===== src/rtl/leaf_inject_sched_pkg.sv =====
// Shared packet-layout helpers for the BFT leaf, t_switch and direction_determiner.
// Every block derives its field widths and offsets from these functions so the layouts stay in step.
package leaf_inject_sched_pkg;

  localparam int unsigned DROP_CNT_W = 16;

  function automatic int unsigned addr_width(input int unsigned leaves);
    return (leaves > 1) ? $clog2(leaves) : 1;
  endfunction

  function automatic int unsigned idx_width(input int unsigned n);
    return (n > 1) ? $clog2(n) : 1;
  endfunction

  // Packet layout, MSB first: {valid, dest_addr, payload}
  function automatic int unsigned pkt_width(input int unsigned leaves, input int unsigned payload);
    return 1 + addr_width(leaves) + payload;
  endfunction

  function automatic int unsigned pkt_valid_bit(input int unsigned p_sz);
    return p_sz - 1;
  endfunction

  function automatic int unsigned pkt_addr_lsb(input int unsigned payload);
    return payload;
  endfunction

endpackage


===== src/rtl/leaf_inject_sched_rr_arbiter.sv =====
// Combinational round-robin arbiter: the first set request at or after ptr wins.
// The pointer register lives in the parent; enable only gates the one-hot grant.
module rr_arbiter
  import leaf_inject_sched_pkg::*;
#(
  parameter int unsigned num_req = 4,
  localparam int unsigned IW = idx_width(num_req)
) (
  input  logic [num_req-1:0] req,
  input  logic [IW-1:0]      ptr,
  input  logic               enable,
  output logic [num_req-1:0] grant,
  output logic [IW-1:0]      grant_idx,
  output logic               found
);

  localparam int N = int'(num_req);

  logic [num_req-1:0] onehot;

  // NOTE: every variable gets a default before the loop, so no latch is inferred.
  always_comb begin
    logic [IW-1:0] j;
    onehot    = '0;
    grant_idx = '0;
    found     = 1'b0;
    for (int k = 0; k < N; k++) begin
      j = IW'((int'(ptr) + k) % N);
      if (!found && req[j]) begin
        found     = 1'b1;
        grant_idx = j;
        onehot[j] = 1'b1;
      end
    end
  end

  // Gating kept outside the search so enable (which depends on grant_idx) forms no loop.
  assign grant = enable ? onehot : '0;

endmodule


===== src/rtl/leaf_inject_sched.sv =====
// Injection scheduler at a BFT leaf: round-robin sharing of one t_switch leaf input,
// token-window throttling, and dropping/counting of self-addressed packets.
module leaf_inject_sched
  import leaf_inject_sched_pkg::*;
#(
  parameter int unsigned num_leaves = 2,
  parameter int unsigned payload_sz = 1,
  parameter int unsigned addr       = 0,
  parameter int unsigned num_req    = 4,
  parameter int unsigned window     = 16,
  parameter int unsigned max_burst  = 8,
  localparam int unsigned A    = addr_width(num_leaves),
  localparam int unsigned p_sz = pkt_width(num_leaves, payload_sz),
  localparam int unsigned IW   = idx_width(num_req)
) (
  input  logic                          clk,
  input  logic                          reset,
  input  logic [num_req-1:0]            req_valid,
  output logic [num_req-1:0]            req_ready,
  input  logic [num_req*A-1:0]          req_addr,
  input  logic [num_req*payload_sz-1:0] req_payload,
  input  logic                          throttle_en,
  output logic [p_sz-1:0]               bus_o,
  output logic [IW-1:0]                 grant_id,
  output logic [DROP_CNT_W-1:0]         drop_cnt
);

  localparam int unsigned TW = $clog2(max_burst + 1);
  localparam int unsigned WW = $clog2(window);

  localparam logic [TW-1:0]         TOK_FULL = TW'(max_burst);
  localparam logic [WW-1:0]         WIN_LAST = WW'(window - 1);
  localparam logic [IW-1:0]         REQ_LAST = IW'(num_req - 1);
  localparam logic [A-1:0]          OWN_ADDR = A'(addr);
  localparam logic [DROP_CNT_W-1:0] DROP_MAX = '1;

  logic [IW-1:0] ptr_q;
  logic [TW-1:0] tokens_q;
  logic [WW-1:0] wcnt_q;

  logic [IW-1:0]         win_idx;
  logic                  win_found;
  logic [A-1:0]          win_addr;
  logic [payload_sz-1:0] win_pay;
  logic                  win_self;
  logic                  arb_en;
  logic                  xfer;
  logic                  emit;
  logic                  drop;
  logic                  spend;

  rr_arbiter #(.num_req(num_req)) u_arb (
    .req       (req_valid),
    .ptr       (ptr_q),
    .enable    (arb_en),
    .grant     (req_ready),
    .grant_idx (win_idx),
    .found     (win_found)
  );

  // Only the winner's address is inspected, so losers never affect req_ready.
  assign win_addr = req_addr[win_idx*A +: A];
  assign win_pay  = req_payload[win_idx*payload_sz +: payload_sz];
  assign win_self = (win_addr == OWN_ADDR);

  // Self-addressed packets bypass the token gate: they never reach the tree.
  assign arb_en = !reset && win_found && !(throttle_en && (tokens_q == '0) && !win_self);
  assign xfer   = arb_en;
  assign emit   = xfer && !win_self;
  assign drop   = xfer && win_self;
  assign spend  = emit && throttle_en;

  // NOTE: state registers use non-blocking assignments so every flop samples pre-edge values.
  always_ff @(posedge clk) begin
    if (reset) begin
      ptr_q    <= '0;
      tokens_q <= TOK_FULL;
      wcnt_q   <= '0;
      bus_o    <= '0;
      grant_id <= '0;
      drop_cnt <= '0;
    end else begin
      wcnt_q <= (wcnt_q == WIN_LAST) ? '0 : wcnt_q + 1'b1;

      // Reload wins over a same-cycle spend; the spend is charged to the new window.
      if (wcnt_q == WIN_LAST) begin
        tokens_q <= TOK_FULL - TW'(spend);
      end else if (spend) begin
        tokens_q <= tokens_q - 1'b1;
      end

      if (xfer) begin
        ptr_q <= (win_idx == REQ_LAST) ? '0 : win_idx + 1'b1;
      end

      if (emit) begin
        bus_o    <= {1'b1, win_addr, win_pay};
        grant_id <= win_idx;
      end else begin
        bus_o <= '0;
      end

      if (drop && (drop_cnt != DROP_MAX)) begin
        drop_cnt <= drop_cnt + 1'b1;
      end
    end
  end

endmodule

===== config.mk =====
export PLATFORM = sky130hd
export DESIGN_NAME = leaf_inject_sched
export DESIGN_NICKNAME = d
export VERILOG_FILES = /design/src/rtl/leaf_inject_sched_pkg.sv /design/src/rtl/leaf_inject_sched_rr_arbiter.sv /design/src/rtl/leaf_inject_sched.sv
export SDC_FILE = /design/constraint.sdc
export NUM_CORES = 1
export LEC_CHECK = 0
export ABC_AREA = 0
export CAP_MARGIN = 20
export CORE_ASPECT_RATIO = 1.2
export CORE_MARGIN = 4
export CORE_UTILIZATION = 25
export DETAILED_ROUTE_END_ITERATION = 10
export GPL_ROUTABILITY_DRIVEN = 1
export PLACE_DENSITY = 0.41
export SYNTH_ARGS = -nofsm -noshare
export SYNTH_HDL_FRONTEND = slang
export SYNTH_SLANG_ARGS = --single-unit

===== constraint.sdc =====
create_clock -name clk -period 4.9 [get_ports clk]
set_input_delay 0.98 -clock clk [delete_from_list [all_inputs] [get_ports clk]]
set_output_delay 0.98 -clock clk [all_outputs]
set_load 0.03 [all_outputs]

==> results.py <==
metrics = {
    "die": {
        "start_util": 0.256,
        "core_um2": 8520,
        "num_rows": 37,
        "die_h_um": 110,
        "io_pins": 40,
        "die_area_um2": 10300,
        "die_w_um": 93.2,
    },
    "global_routing": {
        "overflow": 0,
        "grt_pass1_wl_um": 10100,
        "grtUsageTotal": 0.125,
        "antenna_found_initial": 0,
        "grt_pass1_vias": 2090,
        "grt_max_degree": 31,
    },
    "clock_network": {
        "cts_tree": "built",
        "cts_buffers": 5,
        "h-tree-depth": 2,
        "cts_setup_buffers": 0,
        "cts-root-buf": "clkbuf_8",
        "cts_resized": 0,
        "cts_max_path_buffers": 2,
        "clock-sinks": 31,
        "clk_latency_ns": 0.28,
        "hold_buffers": 0,
        "clk_pin_slew_ns": 0.07,
    },
    "critical_path": {
        "worst-path-buf-inv": 4,
        "critPathKind": "input pin to primary output",
        "r2r_start": "ptr_q[0]",
        "startpoint_type": "input pin",
        "cpPeakStageDelay_ns": 0.55,
        "crit_chain": "clkdlybuf4s50_1 > mux4_2 > inv_2 > nor2_2 > o31ai_2 > nor3_4 > mux2_2 > o21ai_1 > buf_4 > nor2_1 > dlymetal6s2s_1",
        "crit_path_end_kind": "primary output",
        "worst-path-max-fanout": 6,
        "startpoint": "req_valid[1]",
        "cp_top_family": "buffers and inverters",
        "worstPathArrival_ns": 3.44,
        "worstPathRequired_ns": 3.92,
        "cp_slowest_cell": "mux4_2",
    },
    "logic_synthesis": {
        "async_reset_ff_frac": 0,
        "synth_top_family_by_area": "simple AND/OR/NAND/NOR gates",
        "synth_fp_nets": 289,
        "syn_area_um2": 2180,
        "synth_compound_area_frac": 0.231,
        "synth_xor_area_frac": 0.00805,
        "synth-warning-count": 0,
        "avgSynthCellArea_um2": 8.31,
        "synthFlopType": "dfxtp_1",
        "synth_cells": 262,
        "synth_mux_area_frac": 0.105,
        "yosysSeqAreaShare": 0.285,
        "ys_types": 59,
        "yosys.area_share.adder": 0.0690,
        "synth-seq-cells": 31,
        "synthSimpleGateAreaFrac": 0.237,
        "synth-edff-count": 0,
    },
    "worst_hold_path": {
        "hold_class": "flop to flop",
        "hp-start": "drop_cnt[4]",
    },
    "place": {
        "io_buffers": 39,
        "dp.final_hpwl_um": 4570,
        "placed_cells": 422,
        "gp_congestion": 0.795,
        "post-place-ws_ns": 0.0866,
    },
    "layout": {
        "drive_gt1_frac": 0.157,
        "diodes": 0,
        "multi_input_area_um2": 1420,
        "final_net_count": 339,
        "instances_no_fill": 430,
        "seq_area_um2": 621,
        "n_fill_cell": 935,
        "mostFrequentLayoutCells": "35 x clkdlybuf4s50_1, 31 x dfxtp_1, 24 x nand2_1, 23 x buf_4, 21 x nor2_1",
        "synthToLayoutAreaGrowth_pct": 34.4,
        "final_common_cell": "clkdlybuf4s50_1",
    },
    "sta": {
        "setup_viol": 0,
        "fin_crit_ns": 4.42,
        "rsz0062_at_grt": "no",
        "fmax_ghz": 0.226,
        "slew_viol_final": 0,
        "tightest_slew_ns": 0.406,
        "hold_violations": 0,
        "period_share": 0.901,
        "worst_slack_ns": 0.484,
        "setup_tns_ns": 0,
        "clock_skew_ns": 0.00291,
        "max_slew_margin": 0.729,
    },
    "drt": {
        "drt_pass1_iterations": 4,
        "antenna_left": 0,
        "post_drt_wl_per_cell_um": 14.3,
        "postRouteWirelength_um": 6130,
        "drc_errors": 0,
        "drtIter0Drc": 84,
        "vias": 2171,
        "viasPerCell": 5.05,
    },
    "power_and_ir_drop": {
        "max-vdd-ir-drop_v": 0.000212,
        "pwr_density_cell_nw_per_um2": 570,
        "totalPowerFinal_w": 0.00167,
        "total_leakage_power_nw": 1.15,
    },
    "run_status": {
        "outcome": "complete, no violations",
    },
    "flow_run": {
        "cap_viol_max_count": 0,
    },
}
[report_power, final]
group,leakage (nW),internal (W),total (W),switching (W)
combinational,0.836,0.000459,0.00108,0.000624
clock,0.0612,0.000164,0.000262,0.0000978
sequential,0.253,0.000296,0.000323,0.0000277
total,1.15,0.000919,0.00167,0.000750
[cell usage after synthesis (8+ instances only)]
master | count | share of area
a21oi_1 | 15 | 0.034
and3_1 | 8 | 0.023
clkbuf_1 | 8 | 0.014
dfxtp_1 | 31 | 0.29
ha_1 | 12 | 0.069
inv_1 | 11 | 0.019
mux2i_1 | 9 | 0.041
nand2_1 | 24 | 0.041
nand3_1 | 11 | 0.025
nor2_1 | 21 | 0.036
nor3_1 | 8 | 0.018
o21ai_0 | 11 | 0.025
[registers in the layout (all words and copies together), names as in the netlist]
name and count:
tokens_q 4, ptr_q 2, wcnt_q 4, drop_cnt 16, bus_o 3, grant_id 2
[final cells by class]
cell class              instances  area share
clock buffers                   6      0.0282
clock inverters                 2      0.0120
inverters                      13      0.0167
multi-input cells             199       0.485
flip-flops and latches         31       0.212
well taps                     117      0.0500
repair buffers                 62       0.196
[stage by stage]
stage	hold slack [ns]	cell area, µm²	utilization
global route	0.516	2930	0.344
detailed placement	0.476	2790	0.328
floorplan	0.454	2180	-
global placement	0.485	2790	0.328
CTS	0.490	2910	0.342
finish	0.492	2930	0.344
[worst paths after layout]
check | to | slack, ns | cells after the start
min | drop_cnt[4] | 0.49 | 2
max reg2reg | drop_cnt[5] | 1.67 | 11
min reg2reg | drop_cnt[4] | 0.49 | 2
max | req_ready[1] | 0.48 | 11
[worst reg2reg max path, stage by stage, from the launching register on]
cell and delay (ns):
dfxtp_1 0.33, clkinv_1 0.09, ha_1 0.43, mux4_2 0.63
nor2_1 0.15, and4_1 0.25, a21oi_4 0.05, buf_4 0.17
mux2i_2 0.14, buf_4 0.23, or4_1 0.53, a21oi_1 0.16
[layer usage]
layer / track usage / wire [µm] / share of wire / vias to the layer above
met5: 0 / 0 / 0 / -
met4: 0.0628 / 165 / 0.027 / 0
met3: 0.0224 / 249 / 0.041 / 11
met2: 0.235 / 3200 / 0.52 / 51
met1: 0.134 / 2520 / 0.41 / 1027
li1: - / - / - / 1082
[cell families after synthesis]
logic type,count (synthesis)
xor+xnor,2
compound gates,68
simple gates,99
fa+ha+maj,12
mux,18
buf+inv,32
flops,31
(Power assumes the default switching activity.)
